<file path="src/rtl/buf_arb_rr.sv">
// Round-robin arbiter sharing one registered output buffer stage (q/oe) among N requesters.
// Optional: define BUF_ARB_PRIO0_EN to let requester 0 win every arbitration it takes part in.
module buf_arb_rr #(
    parameter int N       = 4,
    parameter int W       = 8,
    parameter int MAXHOLD = 4,
    parameter int TA      = 1
) (
    input  logic           ck,
    input  logic           nrst,
    input  logic [N-1:0]   req,
    input  logic [N*W-1:0] i,
    output logic [N-1:0]   gnt,
    output logic [W-1:0]   q,
    output logic           oe,
    output logic           busy
);

    localparam int PW = (N > 1)       ? $clog2(N)       : 1;
    localparam int HW = (MAXHOLD > 1) ? $clog2(MAXHOLD) : 1;
    localparam int TW = (TA > 1)      ? $clog2(TA)      : 1;

    typedef enum logic [1:0] {
        S_IDLE,
        S_OWN,
        S_TURN
    } state_t;

    state_t        state_q, state_d;
    logic [N-1:0]  gnt_q,   gnt_d;
    logic [W-1:0]  data_q,  data_d;
    logic          oe_q,    oe_d;
    logic [PW-1:0] ptr_q,   ptr_d;
    logic [HW-1:0] hold_q,  hold_d;
    logic [TW-1:0] ta_q,    ta_d;

    logic          win_ok;
    logic [PW-1:0] win_idx;

    // First requester above the pointer, wrapping, so the last owner ranks last.
    always_comb begin
        logic [PW-1:0] cand;
        win_ok  = 1'b0;
        win_idx = ptr_q;
        cand    = '0;
        for (int unsigned k = 1; k <= N; k++) begin
            cand = PW'((ptr_q + k) % N);
            if (!win_ok && req[cand]) begin
                win_ok  = 1'b1;
                win_idx = cand;
            end
        end
`ifdef BUF_ARB_PRIO0_EN
        if (req[0]) begin
            win_ok  = 1'b1;
            win_idx = '0;
        end
`endif
    end

    always_comb begin
        state_d = state_q;
        gnt_d   = gnt_q;
        data_d  = data_q;
        oe_d    = oe_q;
        ptr_d   = ptr_q;
        hold_d  = hold_q;
        ta_d    = ta_q;
        case (state_q)
            S_IDLE: begin
                if (win_ok) begin
                    gnt_d          = '0;
                    gnt_d[win_idx] = 1'b1;
                    data_d         = i[win_idx*W +: W];
                    oe_d           = 1'b1;
                    ptr_d          = win_idx;
                    hold_d         = '0;
                    state_d        = S_OWN;
                end
            end
            S_OWN: begin
                // Release cycle drops q together with oe; the owner's data is not captured.
                if (!req[ptr_q] || hold_q == HW'(MAXHOLD - 1)) begin
                    gnt_d   = '0;
                    data_d  = '0;
                    oe_d    = 1'b0;
                    ta_d    = '0;
                    state_d = S_TURN;
                end else begin
                    data_d = i[ptr_q*W +: W];
                    hold_d = hold_q + 1'b1;
                end
            end
            S_TURN: begin
                if (ta_q == TW'(TA - 1)) begin
                    state_d = S_IDLE;
                end else begin
                    ta_d = ta_q + 1'b1;
                end
            end
            default: begin
                state_d = S_IDLE;
                gnt_d   = '0;
                data_d  = '0;
                oe_d    = 1'b0;
            end
        endcase
    end

    always_ff @(posedge ck or negedge nrst) begin
        if (!nrst) begin
            state_q <= S_IDLE;
            gnt_q   <= '0;
            data_q  <= '0;
            oe_q    <= 1'b0;
            ptr_q   <= PW'(N - 1);
            hold_q  <= '0;
            ta_q    <= '0;
        end else begin
            state_q <= state_d;
            gnt_q   <= gnt_d;
            data_q  <= data_d;
            oe_q    <= oe_d;
            ptr_q   <= ptr_d;
            hold_q  <= hold_d;
            ta_q    <= ta_d;
        end
    end

    assign gnt  = gnt_q;
    assign q    = data_q;
    assign oe   = oe_q;
    assign busy = (state_q != S_IDLE);

endmodule

</file>
<file path="config.mk">
export PLATFORM = sky130hd
export DESIGN_NAME = buf_arb_rr
export DESIGN_NICKNAME = d
export VERILOG_FILES = /design/src/rtl/buf_arb_rr.sv
export SDC_FILE = /design/constraint.sdc
export NUM_CORES = 1
export LEC_CHECK = 0
export BUFFER_PORTS_ARGS = -buffer_cell sky130_fd_sc_hd__buf_2
export CORE_MARGIN = 1
export CORE_UTILIZATION = 35
export CTS_CLUSTER_DIAMETER = 50
export DETAILED_ROUTE_END_ITERATION = 8
export GPL_TIMING_DRIVEN = 0
export HOLD_SLACK_MARGIN = 0.03
export PLACE_DENSITY = 0.64
export SYNTH_ARGS = -nofsm -noshare
export SYNTH_HDL_FRONTEND = slang
export SYNTH_SLANG_ARGS = --single-unit
</file>
<file path="constraint.sdc">
create_clock -name ck -period 2.5 [get_ports ck]
set_input_delay 0 -clock ck [delete_from_list [all_inputs] [get_ports ck]]
set_output_delay 0 -clock ck [all_outputs]
set_load 0.005 [all_outputs]
</file>
==> run_results.csv, run 1 <==
group,metric,value,unit
setup_path,worstSetupStartpointType,"flop",
grt,gr-usage-all-layers,22.4,%
route,totalWireLength,5590,um
clock_tree,cts_buffers,3,
setup_path,crit_type,"reg -> reg",
route,drt_iter0_drc,148,
setup_path,r2r_setup_slack,240,ps
yosys,yosysWarnings,0,
finish,most-common-layout-cells,"buf_2, a21oi_1, dfrtp_1, nor2b_1",
place,placed_cells,305,
setup_path,cpMaxStageDelayCell,"dfstp_2",
floorplanning,die_y,72.0,um
power,vdd_ir_drop_max,0.000410,V
grt,grt_util_met2,37.7,%
clock_tree,cts_setup_buffers,0,
timing,tightest_slew,861,ps
setup_path,cp_max_fo,10,
yosys,seq_area_frac_synth,27.9,%
timing,fmax,0.442,GHz
run,maxCapViolCount,0,
grt,grtUsageMet1,29.4,%
min_path,hold_path_class,"in -> reg",
clock_tree,worstSkewPairLatency,260,ps
floorplanning,core,0.00472,mm^2
floorplanning,die_area,0.00518,mm^2
floorplanning,initial_utilization,36.3,%
place,dpl_cell_area,0.00205,mm^2
clock_tree,cts_tree,"yes",
route,viasPerCell,5.92,
timing,finClkSkew,5.47,ps
setup_path,r2r_cells,7,
timing,hold_viol_final,0,
finish,nets,283,
clock_tree,root_buffer,"clkbuf_8",
timing,tns,0,ps
grt,grt_pass1_wl,9000,um
status,outcome,"complete, no violations",
yosys,synth_cells,187,
finish,layout_commonest_cell,"buf_2",
grt,grt_util_met3,3.47,%
floorplanning,ios,52,
grt,antenna_found_initial,0,
grt,grt.busiest_layer,"met2",
timing,setup_viol,0,
power,p_per_area,1120,mW/mm^2
place,port_buffers,51,
clock_tree,clockBufferDepth,2,
setup_path,slowest_delay,520,ps
timing,period_minus_slack,2260,ps
setup_path,cp.depth,7,
grt,grt_max_degree,20,
finish,final_cells,310,
setup_path,cp.required,2690,ps
route,wl_per_cell,18.0,um
timing,relSlewSlack,42.4,%
place,dp_hpwl,3950,um
finish,diodes,0,
route,first_pass_iters,4,
min_path,hold_depth,4,
timing,slew_viol_final,0,
finish,drive_gt1_share,37.9,%
clock_tree,clkSinkCount,19,
grt,grt_pass1_vias,1843,
route,ant_nets,0,
route,vias,1836,
place,place.gp.congestion,0.827,
grt,grt_overflow,0,
yosys,syn_nets,226,
yosys,synth_area_per_cell,9.17,um^2
setup_path,crit_chain,"clkbuf_1 -> buf_2 -> o21a_1 -> buf_2 -> nor2_1 -> a31o_2 -> a21oi_1",
setup_path,path_buf_inv,3,
floorplanning,core.rowCount,25,
route,drc,0,
floorplanning,die_x,72.0,um
clock_tree,htreeDepth,1,
timing,post-route-period-util,90.5,%
finish,design_area,0.00211,mm^2
power,leakage,0.000916,uW
yosys,synth_seq_cells,19,
setup_path,crit_arrival,2450,ps
clock_tree,clk_pin_slew,90,ps
setup_path,critPathTopFamily,"buffers and inverters",
timing,rsz0062_at_grt,"no",
setup_path,cp_common_cell,"buf_2",
setup_path,cp-end-kind,"flop",
yosys,synth_cell_types,38,
finish,syn_to_final_growth,23.2,%
yosys,synth_area,0.00171,mm^2
layout make-up:
type / count / area [um^2]
clock inverters: 1 / 7.51
clock buffers: 3 / 41.3
repair buffers: 52 / 265
well taps: 67 / 83.8
inverters: 11 / 41.3
flip-flops and latches: 19 / 478
plain buffers: 16 / 91.3
fillers: 484 / 2610
multi-input cells: 141 / 1100
cells in the mapped netlist:
cell / count / area, um^2
a211o_1: 1 / 8.76
a21boi_0: 1 / 7.51
a21o_1: 2 / 15.0
a21oi_1: 18 / 90.1
a21oi_2: 1 / 8.76
a31o_2: 8 / 70.1
a32o_1: 4 / 40.0
and2_1: 1 / 6.26
and4_1: 8 / 70.1
buf_2: 10 / 50.1
buf_4: 1 / 7.51
buf_6: 2 / 22.5
clkbuf_1: 3 / 11.3
dfrtp_1: 17 / 425
dfstp_2: 2 / 52.6
ha_1: 1 / 12.5
inv_1: 11 / 41.3
mux2i_1: 1 / 10.0
mux4_2: 9 / 203
nand2_1: 2 / 7.51
nand3_1: 3 / 15.0
nand4_1: 8 / 50.1
nor2_1: 7 / 26.3
nor2b_1: 13 / 81.3
nor3_1: 1 / 5.00
nor3_2: 1 / 10.0
nor4_1: 1 / 6.26
o21a_1: 2 / 15.0
o21ai_0: 11 / 55.1
o21ai_1: 1 / 5.00
o21ba_1: 1 / 10.0
o21bai_1: 1 / 7.51
o22ai_1: 7 / 43.8
o31a_1: 8 / 70.1
o31ai_1: 8 / 60.1
o41ai_1: 8 / 70.1
or2_2: 2 / 12.5
or4_4: 1 / 11.3
cell families after synthesis:
family	share of synthesized area [%]
AO/OA/AOI/OAI	33.7
adder cells (fa/ha/maj)	0.730
buffers and inverters	7.74
flip-flops	27.9
multiplexers	12.4
AND/OR/NAND/NOR	17.6
sequential cells by signal, indices dropped and copies added (netlist names):
| signal | count |
|---|---|
| q | 8 |
| hold_q | 2 |
| state_q | 2 |
| oe | 1 |
| gnt | 4 |
| ptr_q | 2 |
final timing paths:
path | from | to
hold / removal | i[28] | q[4]
hold reg to reg | oe | oe
min in group asynchronous | nrst | state_q[0]
setup / recovery | ptr_q[1] | q[2]
setup reg to reg | ptr_q[1] | q[2]
max in group asynchronous | nrst | ptr_q[0]
worst register-to-register path, delay by kind of cell, from the launching register on:
kind / cells / cell delay, ps
AO/OA/AOI/OAI: 3 / 590
buffers and inverters: 3 / 820
flip-flops: 1 / 520
AND/OR/NAND/NOR: 1 / 250
power breakdown:
group | total, uW | switching [uW] | internal [uW]
combinational | 1590 | 883 | 710
clock | 234 | 121 | 113
sequential | 536 | 88.0 | 448
total | 2360 | 1090 | 1270
stage by stage:
step / hold WS, ps / util [%] / setup WS (ps) / total power (uW)
floorplan: -296 / - / 594 / 1670
CTS: 119 / 44.7 / 267 / 2360
global route: 127 / 44.7 / 82.7 / 2560
detailed placement: -11.6 / 43.5 / 286 / 2110
finish: 134 / 44.7 / 237 / 2360
global placement: -16.7 / 43.5 / 326 / 2090
layer usage:
metal | part of all wire, % | wire length [um] | vias to the layer above
met5 | 0 | 0 | -
met3 | 5.9 | 329 | 6
met2 | 47 | 2650 | 83
met1 | 46 | 2560 | 880
li1 | - | - | 867
met4 | 0.91 | 51 | 0
timing repair:
item,in CTS,in global routing
gates resized for setup,0,0
hold buffers,1,0
hold endpoints to repair,19,0
Power figures use the tool's default switching activity.
==> run 2, diff against run 1 <==
Settings changed: CELL_PAD_IN_SITES_DETAIL_PLACEMENT from default to 1, CELL_PAD_IN_SITES_GLOBAL_PLACEMENT from default to 1, PLACE_DENSITY 0.64 to 0.8.
Clock period 2.5 ns to 2.1 ns, I/O delays scaled along.
==> run_results.csv, run 2 (synthesis gave the netlist of run 1 again) <==
group,metric,value,unit
run,maxCapViolCount,0,
place,port_buffers,51,
timing,tns,0,ps
route,wl_per_cell,21.5,um
setup_path,path_buf_inv,1,
timing,post-route-period-util,98.4,%
setup_path,cpMaxStageDelayCell,"dfstp_2",
setup_path,crit_chain,"mux4_2 -> nand3_4 -> buf_8 -> nor2b_4 -> o41ai_2 -> a21oi_1",
timing,period_minus_slack,2070,ps
finish,final_cells,310,
finish,utilization,47.9,%
clock_tree,worstSkewPairLatency,270,ps
power,intPower,1690,uW
timing,fmax,0.484,GHz
setup_path,critPathTopFamily,"flip-flops",
power,p_per_area,1410,mW/mm^2
finish,nFillCells,569,
timing,rsz0062_at_grt,"yes",
clock_tree,cts_setup_buffers,0,
floorplanning,die_x,72.0,um
setup_path,crit_arrival,2210,ps
finish,layout_commonest_cell,"buf_2",
timing,setup_viol,0,
min_path,hold_path_class,"in -> reg",
setup_path,worstSetupStartpointType,"flop",
finish,nets,283,
setup_path,cp.required,2250,ps
power,p_clk_share,8.9,%
finish,most-common-layout-cells,"buf_2, a21oi_1, dfrtp_1",
floorplanning,initial_utilization,36.3,%
clock_tree,clk_pin_slew,80,ps
power,power_frac_comb,69.9,%
clock_tree,clockBufferDepth,2,
finish,diodes,0,
route,viasPerCell,6.19,
route,totalWireLength,6680,um
place,placed_cells,305,
grt,grt_max_degree,20,
clock_tree,cts_tree,"yes",
power,vdd_ir_drop_max,0.000477,V
floorplanning,core.rowCount,25,
timing,tightest_slew,929,ps
clock_tree,clkSinkCount,19,
timing,finClkSkew,3.55,ps
clock_tree,root_buffer,"clkbuf_8",
grt,grt_overflow,0,
place,dp_hpwl,4450,um
floorplanning,ios,52,
clock_tree,cts_buffers,3,
grt,gr-usage-all-layers,26.1,%
route,ant_nets,0,
timing,hold_viol_final,0,
finish,design_area,0.00226,mm^2
setup_path,cp_max_fo,5,
timing,relSlewSlack,37.4,%
route,vias,1918,
place,place.gp.congestion,0.812,
setup_path,slowest_delay,620,ps
power,design_power_total,3190,uW
power,power_switching,1500,uW
grt,antenna_found_initial,0,
power,power_frac_seq,21.2,%
floorplanning,die_y,72.0,um
route,first_pass_iters,4,
grt,grt_pass1_wl,10200,um
place,dpl_cell_area,0.00205,mm^2
timing,slew_viol_final,0,
power,leakage,0.000996,uW
status,outcome,"complete, no violations",
finish,syn_to_final_growth,32.1,%
setup_path,cp-end-kind,"flop",
finish,largest_register_ffs,8,
power,switching_share,47.0,%
route,drc,0,
finish,drive_gt1_share,44.4,%
clock_tree,htreeDepth,1,
floorplanning,die_area,0.00518,mm^2
floorplanning,core,0.00472,mm^2
grt,grt_pass1_vias,1978,
route,drt_iter0_drc,112,
setup_path,crit_type,"reg -> reg",
## run 2: cell count changes in the layout (fill, tap and decap cells not counted), moves of 2 or more
cell and change:
clkbuf_1 -2, nor2b_1 -2, buf_2 -4, o41ai_1 -8, o41ai_2 +8
## run 2: cell type report
cell class | instances | area [um^2] | share of cell area, %
multi-input cells | 141 | 1200 | 53.1
flip-flops and latches | 19 | 478 | 21.1
clock buffers | 3 | 41.3 | 1.82
repair buffers | 53 | 290 | 12.8
inverters | 11 | 41.3 | 1.82
well taps | 67 | 83.8 | 3.70
clock inverters | 1 | 5.00 | 0.221
plain buffers | 15 | 123 | 5.41
## run 2: worst paths after layout
check                      endpoint  cells after the start  slack [ps]      from
setup / recovery               q[0]                      6          30  ptr_q[0]
hold / removal                 q[6]                      4         120     i[14]
setup reg to reg               q[0]                      6          30  ptr_q[0]
hold reg to reg                  oe                      1         480        oe
max in group asynchronous  ptr_q[0]                      2        1540      nrst
min in group asynchronous      q[3]                      2         200      nrst
## run 2: worst register-to-register path, cell delays in order (launching register included)
cell	delay (ps)
dfstp_2	620
mux4_2	580
nand3_4	120
buf_8	140
nor2b_4	50
o41ai_2	330
a21oi_1	90
## run 2: per-layer routing
layer | routed length (um) | GRT usage (%) | vias up
li1 | - | - | 866
met1 | 2790 | 33.9 | 955
met3 | 484 | 3.61 | 13
met4 | 131 | 9.37 | 0
met2 | 3270 | 44.4 | 84
met5 | 0 | 0 | -
## run 2: power groups by stage
stage	clock network [uW]	logic, uW	registers [uW]
finish	284	2230	676
floorplan	0	1350	638
detailed placement	0	1930	654
CTS	288	2010	672
global route	299	2420	700
global placement	0	1870	644
## run 2: metrics by stage
step                setup slack [ps]  hold WS (ps)
CTS                             5.05           120
global route                   -35.2           131
floorplan                        194          -296
global placement               -98.0         -16.7
detailed placement              -218         -22.8
finish                          34.1           121
## run 2: what timing repair did
item                       in CTS  in global routing
gates resized for setup        13                 16
setup endpoints to repair      11                  8
pin swaps                       1                  5
hold buffers                    1                  0
hold endpoints to repair       19                  0
gates cloned                    0                  1
